`config.mk`:
```
export PLATFORM = sky130hd
export DESIGN_NAME = pipe_ctrl
export DESIGN_NICKNAME = d
export VERILOG_FILES = /design/src/rtl/pipe_pkg.sv /design/src/rtl/pipe_hazard_detect.sv /design/src/rtl/pipe_ctrl.sv
export SDC_FILE = /design/constraint.sdc
export NUM_CORES = 1
export LEC_CHECK = 0
export ABC_AREA = 0
export ABC_CLOCK_PERIOD_IN_PS = 1640
export BUFFER_PORTS_ARGS = -buffer_cell sky130_fd_sc_hd__buf_2
export CAP_MARGIN = 5
export CORE_MARGIN = 2
export CORE_UTILIZATION = 34
export DETAILED_ROUTE_END_ITERATION = 10
export GPL_TIMING_DRIVEN = 0
export PLACE_DENSITY = 0.78
export SYNTH_ARGS = -nofsm -noshare
export SYNTH_HDL_FRONTEND = slang
export SYNTH_SLANG_ARGS = --single-unit
```
`constraint.sdc`:
```
create_clock -name clk -period 1.64 [get_ports clk]
set_clock_uncertainty 0.05 [all_clocks]
set_input_delay 0.328 -clock clk [delete_from_list [all_inputs] [get_ports clk]]
set_output_delay 0.328 -clock clk [all_outputs]
set_load 0.005 [all_outputs]
```
`src/rtl/pipe_pkg.sv`:
```
// Shared Y86-64 pipeline definitions: icodes, status codes, control-unit states
// and the exception-status check used across the pipeline stages.
package pipe_pkg;

  localparam logic [3:0] ICODE_NOP    = 4'h1;
  localparam logic [3:0] ICODE_MRMOVQ = 4'h5;
  localparam logic [3:0] ICODE_OPQ    = 4'h6;
  localparam logic [3:0] ICODE_JXX    = 4'h7;
  localparam logic [3:0] ICODE_RET    = 4'h9;
  localparam logic [3:0] ICODE_POPQ   = 4'hB;
  localparam logic [3:0] REG_NONE     = 4'hF;

  localparam logic [2:0] STAT_BUB = 3'd0;
  localparam logic [2:0] STAT_AOK = 3'd1;
  localparam logic [2:0] STAT_HLT = 3'd2;
  localparam logic [2:0] STAT_ADR = 3'd3;
  localparam logic [2:0] STAT_INS = 3'd4;

  typedef enum logic [1:0] {
    ST_FLUSH = 2'd0,
    ST_RUN   = 2'd1,
    ST_HALT  = 2'd2
  } ctrl_state_e;

  typedef struct packed {
    logic f_stall;
    logic d_stall;
    logic d_bubble;
    logic e_bubble;
    logic m_bubble;
    logic w_stall;
    logic set_cc;
    logic halted;
  } pipe_ctl_t;

  function automatic logic is_exc(input logic [2:0] stat);
    logic exc;
    case (stat)
      STAT_HLT: exc = 1'b1;
      STAT_ADR: exc = 1'b1;
      STAT_INS: exc = 1'b1;
      default:  exc = 1'b0;
    endcase
    return exc;
  endfunction

endpackage

```
`src/rtl/pipe_hazard_detect.sv`:
```
// Combinational hazard detection: load/use interlock, in-flight RET and
// mispredicted conditional jump.
module pipe_hazard_detect
  import pipe_pkg::*;
(
  input  logic [3:0] i_d_icode,
  input  logic [3:0] i_d_src_a,
  input  logic [3:0] i_d_src_b,
  input  logic [3:0] i_e_icode,
  input  logic [3:0] i_e_dest_m,
  input  logic       i_e_cnd,
  input  logic [3:0] i_m_icode,
  output logic       o_load_use,
  output logic       o_ret_inflight,
  output logic       o_mispredict
);

  logic w_e_is_load;

  assign w_e_is_load    = (i_e_icode == ICODE_MRMOVQ) || (i_e_icode == ICODE_POPQ);
  assign o_load_use     = w_e_is_load && (i_e_dest_m != REG_NONE) &&
                          ((i_e_dest_m == i_d_src_a) || (i_e_dest_m == i_d_src_b));
  assign o_ret_inflight = (i_d_icode == ICODE_RET) || (i_e_icode == ICODE_RET) ||
                          (i_m_icode == ICODE_RET);
  assign o_mispredict   = (i_e_icode == ICODE_JXX) && !i_e_cnd;

endmodule

```
`src/rtl/pipe_ctrl.sv`:
```
// Y86-64 pipeline control: stall/bubble generation, post-reset flush, halt on
// retiring exception. Performance counters are built only with PIPE_CTRL_PERF_EN.
module pipe_ctrl
  import pipe_pkg::*;
#(
  parameter int unsigned FLUSH_CYCLES = 5,
  parameter int unsigned CNT_W        = 32
) (
  input  logic             clk,
  input  logic             rst_n,
  input  logic [3:0]       D_icode,
  input  logic [3:0]       d_srcA,
  input  logic [3:0]       d_srcB,
  input  logic [3:0]       E_icode,
  input  logic [3:0]       E_destM,
  input  logic             e_cnd,
  input  logic [3:0]       M_icode,
  input  logic [2:0]       m_stat,
  input  logic [2:0]       W_stat,
  input  logic [3:0]       W_icode,
  output logic             F_stall,
  output logic             D_stall,
  output logic             D_bubble,
  output logic             E_bubble,
  output logic             M_bubble,
  output logic             W_stall,
  output logic             set_cc,
  output logic             halted,
  output logic [2:0]       final_stat,
  output logic [CNT_W-1:0] cycle_count,
  output logic [CNT_W-1:0] retired_count
);

  localparam int unsigned      FC_W       = (FLUSH_CYCLES > 1) ? $clog2(FLUSH_CYCLES) : 1;
  localparam logic [FC_W-1:0]  FLUSH_INIT = FC_W'(FLUSH_CYCLES - 32'd1);
  localparam logic [FC_W-1:0]  FC_ZERO    = {FC_W{1'b0}};
  localparam logic [FC_W-1:0]  FC_ONE     = {{(FC_W-1){1'b0}}, 1'b1};

  ctrl_state_e      r_state;
  ctrl_state_e      w_next_state;
  logic [FC_W-1:0]  r_flush_cnt;
  logic [2:0]       r_final_stat;
  pipe_ctl_t        w_ctl;
  logic             w_load_use;
  logic             w_ret_inflight;
  logic             w_mispredict;
  logic             w_m_exc;
  logic             w_w_exc;

  pipe_hazard_detect u_hazard (
    .i_d_icode      (D_icode),
    .i_d_src_a      (d_srcA),
    .i_d_src_b      (d_srcB),
    .i_e_icode      (E_icode),
    .i_e_dest_m     (E_destM),
    .i_e_cnd        (e_cnd),
    .i_m_icode      (M_icode),
    .o_load_use     (w_load_use),
    .o_ret_inflight (w_ret_inflight),
    .o_mispredict   (w_mispredict)
  );

  assign w_m_exc = is_exc(m_stat);
  assign w_w_exc = is_exc(W_stat);

  // State register
  always_ff @(posedge clk or negedge rst_n) begin
    if (!rst_n) begin
      r_state <= ST_FLUSH;
    end else begin
      r_state <= w_next_state;
    end
  end

  // Next-state logic; HALT is left only through reset
  always_comb begin
    w_next_state = r_state;
    case (r_state)
      ST_FLUSH: begin
        if (r_flush_cnt == FC_ZERO) begin
          w_next_state = ST_RUN;
        end else begin
          w_next_state = ST_FLUSH;
        end
      end
      ST_RUN: begin
        if (w_w_exc) begin
          w_next_state = ST_HALT;
        end else begin
          w_next_state = ST_RUN;
        end
      end
      ST_HALT: w_next_state = ST_HALT;
      default: w_next_state = ST_FLUSH;
    endcase
  end

  // Flush down-counter: loaded at reset, FLUSH ends on the edge that sees zero
  always_ff @(posedge clk or negedge rst_n) begin
    if (!rst_n) begin
      r_flush_cnt <= FLUSH_INIT;
    end else if ((r_state == ST_FLUSH) && (r_flush_cnt != FC_ZERO)) begin
      r_flush_cnt <= r_flush_cnt - FC_ONE;
    end else begin
      r_flush_cnt <= r_flush_cnt;
    end
  end

  // Capture the status of the instruction that froze the pipeline
  always_ff @(posedge clk or negedge rst_n) begin
    if (!rst_n) begin
      r_final_stat <= STAT_AOK;
    end else if ((r_state == ST_RUN) && w_w_exc) begin
      r_final_stat <= W_stat;
    end else begin
      r_final_stat <= r_final_stat;
    end
  end

  // Control outputs; load_use beats ret_inflight for D, and the D register
  // gives bubble priority over stall when mispredict meets load_use
  always_comb begin
    w_ctl = '0;
    case (r_state)
      ST_FLUSH: begin
        w_ctl.f_stall  = 1'b1;
        w_ctl.d_bubble = 1'b1;
        w_ctl.e_bubble = 1'b1;
        w_ctl.m_bubble = 1'b1;
      end
      ST_RUN: begin
        w_ctl.f_stall  = w_load_use || w_ret_inflight;
        w_ctl.d_stall  = w_load_use;
        w_ctl.d_bubble = w_mispredict || (!w_load_use && w_ret_inflight);
        w_ctl.e_bubble = w_mispredict || w_load_use;
        w_ctl.m_bubble = w_m_exc || w_w_exc;
        w_ctl.w_stall  = w_w_exc;
        w_ctl.set_cc   = (E_icode == ICODE_OPQ) && !w_m_exc && !w_w_exc;
      end
      ST_HALT: begin
        w_ctl.f_stall  = 1'b1;
        w_ctl.d_stall  = 1'b1;
        w_ctl.e_bubble = 1'b1;
        w_ctl.m_bubble = 1'b1;
        w_ctl.w_stall  = 1'b1;
        w_ctl.halted   = 1'b1;
      end
      default: begin
        w_ctl.f_stall  = 1'b1;
        w_ctl.d_bubble = 1'b1;
        w_ctl.e_bubble = 1'b1;
        w_ctl.m_bubble = 1'b1;
      end
    endcase
  end

  assign F_stall    = w_ctl.f_stall;
  assign D_stall    = w_ctl.d_stall;
  assign D_bubble   = w_ctl.d_bubble;
  assign E_bubble   = w_ctl.e_bubble;
  assign M_bubble   = w_ctl.m_bubble;
  assign W_stall    = w_ctl.w_stall;
  assign set_cc     = w_ctl.set_cc;
  assign halted     = w_ctl.halted;
  assign final_stat = r_final_stat;

`ifdef PIPE_CTRL_PERF_EN
  localparam logic [CNT_W-1:0] CNT_ZERO = {CNT_W{1'b0}};
  localparam logic [CNT_W-1:0] CNT_ONE  = {{(CNT_W-1){1'b0}}, 1'b1};

  logic [CNT_W-1:0] r_cycle_count;
  logic [CNT_W-1:0] r_retired_count;

  // Run-time counters; the EXC instruction never satisfies the AOK retire test
  always_ff @(posedge clk or negedge rst_n) begin
    if (!rst_n) begin
      r_cycle_count   <= CNT_ZERO;
      r_retired_count <= CNT_ZERO;
    end else if (r_state == ST_RUN) begin
      r_cycle_count <= r_cycle_count + CNT_ONE;
      if ((W_stat == STAT_AOK) && (W_icode != ICODE_NOP)) begin
        r_retired_count <= r_retired_count + CNT_ONE;
      end else begin
        r_retired_count <= r_retired_count;
      end
    end else begin
      r_cycle_count   <= r_cycle_count;
      r_retired_count <= r_retired_count;
    end
  end

  assign cycle_count   = r_cycle_count;
  assign retired_count = r_retired_count;
`else
  logic w_perf_unused;

  assign w_perf_unused = ^W_icode;
  assign cycle_count   = {CNT_W{1'b0}};
  assign retired_count = {CNT_W{1'b0}};
`endif

endmodule

```
### Word level (Yosys, flattened, before mapping)

Cells that the tools add are included.
W data, S select, Z words.

* word-level logic and storage cells: 59
* flip-flop bits (word level): 8
* bits of input ports: 37
* output and inout bits: 75

* eq/ne operators: 18
* mux-type cells: 12
* add/subtract/negate cells: 1
* reduce and logical (&&, ||, !) cells: 25

Operator list (number)
* $eq A4 B4 Y1 const B: 4
* $eq A3 B2 Y1 const B: 4
* $eq A4 B3 Y1 const B: 3
* $eq A4 B4 Y1: 2
* $logic_and A1 B1 Y1: 8
* $logic_or A1 B1 Y1: 8
* $eq A3 B3 Y1 const B: 2
* $mux W1: 6
* $pmux W1 S2: 3
* $pmux W2 S3: 1
* $reduce_or A3 Y1: 2
* $logic_not A1 Y1: 4
* $mux W2: 2
* $ne A4 B4 Y1 const B: 1
* $logic_not A3 Y1: 1
* $reduce_bool A3 Y1: 1
* $sub A3 B1 Y3 const B: 1
* $eq A2 B1 Y1 const B: 1
* $eq A2 B2 Y1 const B: 1
* $logic_not A2 Y1: 1

### Longest topological paths before layout

Gate-level depths: netlist (run 1).

* depth in word-level cells: 8
* gate-level depth with buffers: 6
* mapped depth without buffers: 6

### Modules after synthesis

From an unflattened synthesis (run 1), not the netlist that was laid out.

* cell total of the unflattened synthesis: 145
* area total of the unflattened synthesis: 1253.7 um2

Modules (own cells, without submodules)
* pipe_ctrl: cells an instance 124, seq. area each 202.7 um2, area an instance 1083.5 um2, times used 1
* pipe_hazard_detect: cells an instance 21, seq. area each 0.0 um2, area an instance 170.2 um2, times used 1

### Least setup slack after synthesis (run 1)

OpenSTA, ideal clock, no wires.

* path kind: reg-to-output
* start point: reg r_state[1]
* end point: out D_bubble
* slack: -0.021 ns
* data required time: 1.262 ns
* cell stages (with the launch flop): 6
* arrival time: 1.283 ns
* path buffers: 0
* path through: dfrtp_1 -> inv_1 -> ha_1 -> o21ai_0 -> o41ai_1 -> o21ba_1

* cells in the longest elaborated chain, start to end: 2
* elaborated cells between the ends (all ways): 3
* classes of those cells: 2 x eq/ne; 1 x mux

RTL lines
* start: declaration: RTL line pipe_ctrl.sv:39 `ctrl_state_e r_state;`
* start signal: assignment: RTL line pipe_ctrl.sv:71 `r_state <= w_next_state;`
* $eq A2 B2 Y1 / $eq A2 B1 Y1 (equally long branches): RTL line pipe_ctrl.sv:124 `case (r_state)`
* $pmux W1 S2 (*): RTL line pipe_ctrl.sv:124
* end: declaration: RTL line pipe_ctrl.sv:23 `output logic D_bubble,`

Every way passes the cells marked *; elsewhere a longest branch is shown, timed or not.

### Worst setup path after layout (run 1)

* start point: reg r_state[0]
* end point: out D_bubble

The elaborated chain is that of the path after synthesis.

==> run_results.csv, run 1 <==
group,metric,value,unit
run_status,run_status,"finished, violations left",
run_status,violations,"setup timing",
logic_synthesis,synth_edf_count,0,
global_route,grt_pass1_wl,4.09,mm
detailed_routing,vias,1116,
logic_synthesis,yosys.area.top_type_share,40.0,%
clock_tree,cts-root-buf,"clkbuf_4",
timing,fin_crit_sh,116,%
timing,fmax,524,MHz
power_and_ir_drop,power.density,783,nW/µm²
critical_path,r2r-start,"r_state[1]",
global_route,grt_pass1_vias,1031,
final_layout,n_antenna_cell,0,
global_route,grt_usage,12.5,%
final_layout,fin_nets,308,
timing,max_slew_margin,63.3,%
logic_synthesis,ys_warn_count,0,
critical_path,cp_slowest_cell,"dfrtp_1",
critical_path,critPathArrivalTime,1.53,ns
die,die_y,63.4,µm
critical_path,crit_fanout,4,
placement,io_buffers,43,
critical_path,required,1.26,ns
timing,period_needed,1.91,ns
clock_tree,cts_buffers,3,
detailed_routing,wire_per_inst,8.37,µm
logic_synthesis,synth.distinct_cells,30,
logic_synthesis,synth_top_area_cell,"buf_4",
timing,tightest_slew,0.543,ns
min_path,min-delay-start,"W_stat[1]",
die,ios,112,
clock_tree,cts.path.max_buffers,2,
power_and_ir_drop,power.leakage,1.11,nW
clock_tree,clk_pin_slew_worst_paths,0.06,ns
placement,place_hpwl,2.16,mm
die,core_area,3360,µm²
critical_path,end_kind,"primary output",
global_route,grt_antenna_before_repair,0,
logic_synthesis,seq_area_frac_synth,16.9,%
logic_synthesis,syn_area_per_cell,8.12,µm²
final_layout,areaGrowthSynthToFinish,54.3,%
critical_path,crit_family,"flip-flops",
critical_path,crit_path_cell_trace,"inv_1 -> ha_2 -> nand2_1 -> o41ai_2 -> o21ba_1 -> buf_2",
timing,fin_ws,-0.268,ns
final_layout,drive_above_1_share,49.8,%
logic_synthesis,yosysMostFrequentCell,"buf_4",
clock_tree,clk_latency,0.26,ns
critical_path,start_kind,"register",
global_route,grt.overflow.total,0,
critical_path,cpPeakStageDelay,0.42,ns
critical_path,critPathLaunch,"r_state[0]",
die,die_x,63.4,µm
final_layout,finalCoreUtilization,55.1,%
die,start_util,35.7,%
clock_tree,cts_tree,"done",
logic_synthesis,synth_common_cells,"buf_4 (64), inv_1 (9), xor2_1 (8)",
clock_tree,cts.sinks,8,
detailed_routing,drt_first_pass_iters,3,
power_and_ir_drop,irDropWorstVdd,0.314,mV
logic_synthesis,synthFlopType,"dfrtp_1",
logic_synthesis,synthCells,148,
critical_path,worst-path-buf-inv,2,
logic_synthesis,syn_area,1200,µm²
detailed_routing,vias_per_cell,3.61,
die,rows,21,
detailed_routing,ant_nets,0,
detailed_routing,drc,0,
die,dieArea,4020,µm²
timing,setup_viol,7,
min_path,holdCritPathClass,"input port to register",
timing,holdWs,0.266,ns
timing,drv_slew,0,
timing,hold_viol_final,0,
global_route,grt_max_degree,9,
final_layout,fillCellCount,341,
timing,rsz0062_at_grt,"true",
job,cap_violations,0,
logic_synthesis,ys_ff_latch,8,
detailed_routing,wl,2.59,mm
critical_path,setup.worst_path.class,"register to primary output",
logic_synthesis,async_reset_ff_share,100,%
detailed_routing,drt_iter0_markers,9,
logic_synthesis,synthTopCellsByArea,"buf_4 (40%), dfrtp_1 (13%), ha_1 (6.3%), xor2_1 (5.8%), dfstp_2 (4.4%)",
clock_tree,htreeDepth,1,
placement,place_congestion,0.691,
[timing repair]
action,in CTS,in global routing
pin swaps,7,1
hold buffers,1,0
hold endpoints to repair,6,0
setup endpoints to repair,7,7
buffers inserted,5,0
resized for setup,12,4
[worst register-to-register path, cell delays in order (launching register included)]
cell	delay, ns
dfrtp_1	0.40
inv_2	0.08
ha_4	0.14
buf_4	0.14
inv_4	0.04
nor2_1	0.19
nor2_1	0.06
a311oi_1	0.26
[layout make-up]
cell class,count,area [µm²],area share [%]
multi-input combinational,130,778,42.0
buffer,64,480,25.9
timing repair buffer,49,275,14.9
sequential,8,203,10.9
tap,46,57.6,3.11
inverter,9,36.3,1.96
clock buffer,3,22.5,1.22
[kinds of logic after synthesis]
logic type | count (synthesis) | synth area share, %
buffers and inverters | 73 | 42.8
AND/OR/NAND/NOR | 32 | 16.3
AO/OA/AOI/OAI | 19 | 10.9
XOR/XNOR | 9 | 6.56
flip-flops | 8 | 16.9
adder cells (fa/ha/maj) | 6 | 6.25
other | 1 | 0.312
[path summary, 6_finish.rpt]
check / slack, ns / to / depth (start not counted)
max: -0.27 / D_bubble / 6
min: 0.27 / final_stat[0] / 2
max reg2reg: 0.18 / final_stat[0] / 7
min reg2reg: 0.43 / r_flush_cnt[0] / 1
max in group asynchronous: 0.91 / final_stat[0] / 2
min in group asynchronous: 0.38 / r_flush_cnt[0] / 2
[power by group]
part	internal [mW]	total, mW	switching (mW)
registers	0.267	0.314	0.0473
logic	0.525	0.977	0.452
clock network	0.0843	0.159	0.0751
[routing by layer]
| metal | vias to the layer above | GRT usage, % | part of all wire, % |
|---|---|---|---|
| met5 | - | 0 | 0 |
| met2 | 59 | 25.5 | 52 |
| met4 | 0 | 3.26 | 1.0 |
| li1 | 588 | - | - |
| met1 | 464 | 12.5 | 37 |
| met3 | 5 | 2.68 | 9.9 |
[sequential cells by signal, summed over array words and instances, names as in the netlist]
register / cells
final_stat: 3
r_flush_cnt: 3
r_state: 2
[cells in the final DEF (no fill, tap or decap), types with 2 or more instances in the layout]
master / netlist / routed
inv_1: 9 / 7
nand3_1: 2 / 2
buf_4: 64 / 69
conb_1: 1 / 64
dfstp_2: 2 / 2
a21o_1: 2 / 2
buf_6: 0 / 2
nand2_1: 5 / 4
nor4_2: 2 / 2
xor2_1: 8 / 7
o211ai_1: 2 / 2
o21ai_0: 5 / 4
ha_4: 0 / 2
clkbuf_4: 0 / 3
nand2b_1: 4 / 4
nor2_1: 6 / 6
a21oi_1: 4 / 3
nand3b_1: 2 / 2
buf_2: 0 / 41
nor3_1: 4 / 3
dfrtp_1: 6 / 6
ha_1: 6 / 3
nor4bb_1: 3 / 3
[per-stage QoR]
stage	power (mW)	cells	setup slack, ns	instance area [µm²]	setup TNS [ns]
after CTS	1.42	309	-0.282	1840	-1.01
final	1.45	309	-0.268	1850	-0.986
after global placement	1.06	300	-0.218	1710	-0.684
after floorplan	0.821	211	0.0140	1440	0
after global routing	1.60	309	-0.390	1850	-1.62
after detailed placement	1.08	300	-0.243	1710	-0.734
No activity file was read; power rests on OpenSTA's default activity.
==> run 2, diff against run 1 <==
- BUFFER_PORTS_ARGS: -buffer_cell sky130_fd_sc_hd__buf_2 -> unset
- CORE_UTILIZATION: 34 -> 57
- DONT_BUFFER_PORTS: unset -> 1
- PLACE_DENSITY: 0.78 -> 0.75
==> run 2 against run 1 <==
Net effect: the run still ends with setup timing left; largest cell class unchanged; total power fell by 4.6%; non-clock buffer count fell by 42; critical path type unchanged; cell count fell by 20%.
==> run_results.csv, run 2 (synthesis results as in run 1) <==
group,metric,value,unit
run_status,run_status,"finished, violations left",
run_status,violations,"setup timing",
critical_path,required,1.26,ns
critical_path,critPathArrivalTime,1.46,ns
final_layout,fin_area,1630,µm²
detailed_routing,vias,996,
global_route,grt_usage,18.3,%
min_path,hold_depth,1,
critical_path,end_kind,"primary output",
final_layout,fillCellCount,134,
detailed_routing,ant_nets,0,
die,ios,112,
global_route,grt.overflow.total,0,
timing,fin_tns_setup,-0.568,ns
timing,fin_ws,-0.202,ns
clock_tree,cts_buffers,3,
clock_tree,cts_tree,"done",
clock_tree,cts.path.max_buffers,2,
detailed_routing,drt_iter0_markers,9,
final_layout,fin_nets,266,
timing,period_needed,1.84,ns
timing,rsz0062_at_grt,"true",
critical_path,setup.worst_path.class,"register to primary output",
placement,io_buffers,0,
detailed_routing,dr_wl_met3,322,µm
placement,placed_area,1470,µm²
critical_path,r2r-start,"r_state[1]",
timing,tightest_slew,0.500,ns
detailed_routing,vias_per_cell,4.02,
job,cap_violations,0,
placement,place_hpwl,2.22,mm
detailed_routing,drc,0,
timing,fmax,543,MHz
die,rows,16,
global_route,grt_pass1_wl,3.57,mm
timing,holdWs,0.0968,ns
final_layout,n_antenna_cell,0,
detailed_routing,met1_length,779,µm
critical_path,r2r_slack,0.10,ns
final_layout,areaGrowthSynthToFinish,35.9,%
die,die_x,49.9,µm
timing,max_slew_margin,66.2,%
power_and_ir_drop,power.density,847,nW/µm²
clock_tree,clk_pin_slew_worst_paths,0.06,ns
detailed_routing,highest_layer,"met4",
die,die_y,49.9,µm
min_path,holdPathEnd,"final_stat[0]",
critical_path,start_kind,"register",
power_and_ir_drop,power.leakage,0.957,nW
critical_path,r2r_end,"final_stat[0]",
final_layout,final_common_cell,"buf_4",
placement,place_congestion,0.693,
detailed_routing,drt_first_pass_iters,4,
clock_tree,clk_latency,0.26,ns
global_route,grt_pass1_vias,876,
global_route,grt_max_degree,9,
clock_tree,cts.sinks,8,
final_layout,drive_above_1_share,40.7,%
power_and_ir_drop,finalPower,1.38,mW
min_path,holdCritPathClass,"input port to register",
die,dieArea,2490,µm²
timing,fin_crit_sh,112,%
die,core_area,1980,µm²
clock_tree,cts-root-buf,"clkbuf_4",
final_layout,final_cell_mix,"buf_4 (68), conb_1 (64), xor2_1 (8)",
critical_path,crit_fanout,3,
min_path,min-delay-start,"W_stat[1]",
timing,drv_slew,0,
timing,setup_viol,5,
detailed_routing,wl,2.56,mm
die,start_util,60.6,%
power_and_ir_drop,irDropWorstVdd,0.687,mV
clock_tree,htreeDepth,1,
global_route,grt_antenna_before_repair,0,
timing,hold_viol_final,0,
detailed_routing,route.met2.wl,1.46,mm
critical_path,reg2reg_depth,9,
detailed_routing,wire_per_inst,10.3,µm
## run 2: changes by cell type in the layout (fill, tap and decap cells not counted), sizes merged
cell	previous run	this run
buf	112	70
## run 2: through the flow
step / utilization, % / cells / worst slack (ns)
after floorplan: - / 211 / 0.0140
after global placement: 74.4 / 238 / -0.149
after detailed placement: 74.4 / 238 / -0.164
after CTS: 79.2 / 247 / -0.247
after global routing: 82.4 / 248 / -0.281
final: 82.4 / 248 / -0.202
## run 2: power breakdown
group / internal (mW) / switching, mW
combinational: 0.469 / 0.428
clock: 0.0838 / 0.0680
sequential: 0.268 / 0.0662
## run 2: area by class of cell
cell class	count	area [µm²]	share of cell area, %
flip-flops and latches	8	203	12.4
well taps	27	33.8	2.07
clock buffers	3	22.5	1.38
repair buffers	7	62.6	3.83
plain buffers	64	480	29.4
multi-input cells	130	795	48.7
inverters	9	36.3	2.22
## run 2: timing repair
action                                 4_1_cts  5_1_grt
endpoints found under the hold margin        8        0
pin swaps                                    3        2
hold buffers                                 1        0
resized for setup                            8       11
buffers inserted                             5        1
setup endpoints to repair                    6        7
## run 2: worst max-delay path by stage
stage / startpoint / end / slack [ns] / depth (start not counted)
after global routing: r_state[1] / D_bubble / -0.28 / 8
after floorplan: r_state[1] / D_bubble / 0.01 / 5
after detailed placement: r_state[1] / set_cc / -0.16 / 5
after global placement: r_state[1] / set_cc / -0.15 / 5
final: r_state[1] / D_bubble / -0.20 / 8
after CTS: r_state[1] / set_cc / -0.25 / 5
## run 2: per-layer routing
metal / GRT usage [%] / up-vias
li1: - / 508
met1: 16.1 / 420
met2: 36.7 / 66
met3: 7.58 / 2
met4: 5.56 / 0
met5: 0 / -
## run 2: worst max-delay path, stage by stage (launching register included)
cell and delay, ns:
dfrtp_1 0.40, inv_2 0.09, ha_4 0.14, buf_6 0.11, buf_6 0.10, inv_4 0.03, nand2_2 0.05, o41ai_2 0.05
o21ba_1 0.25
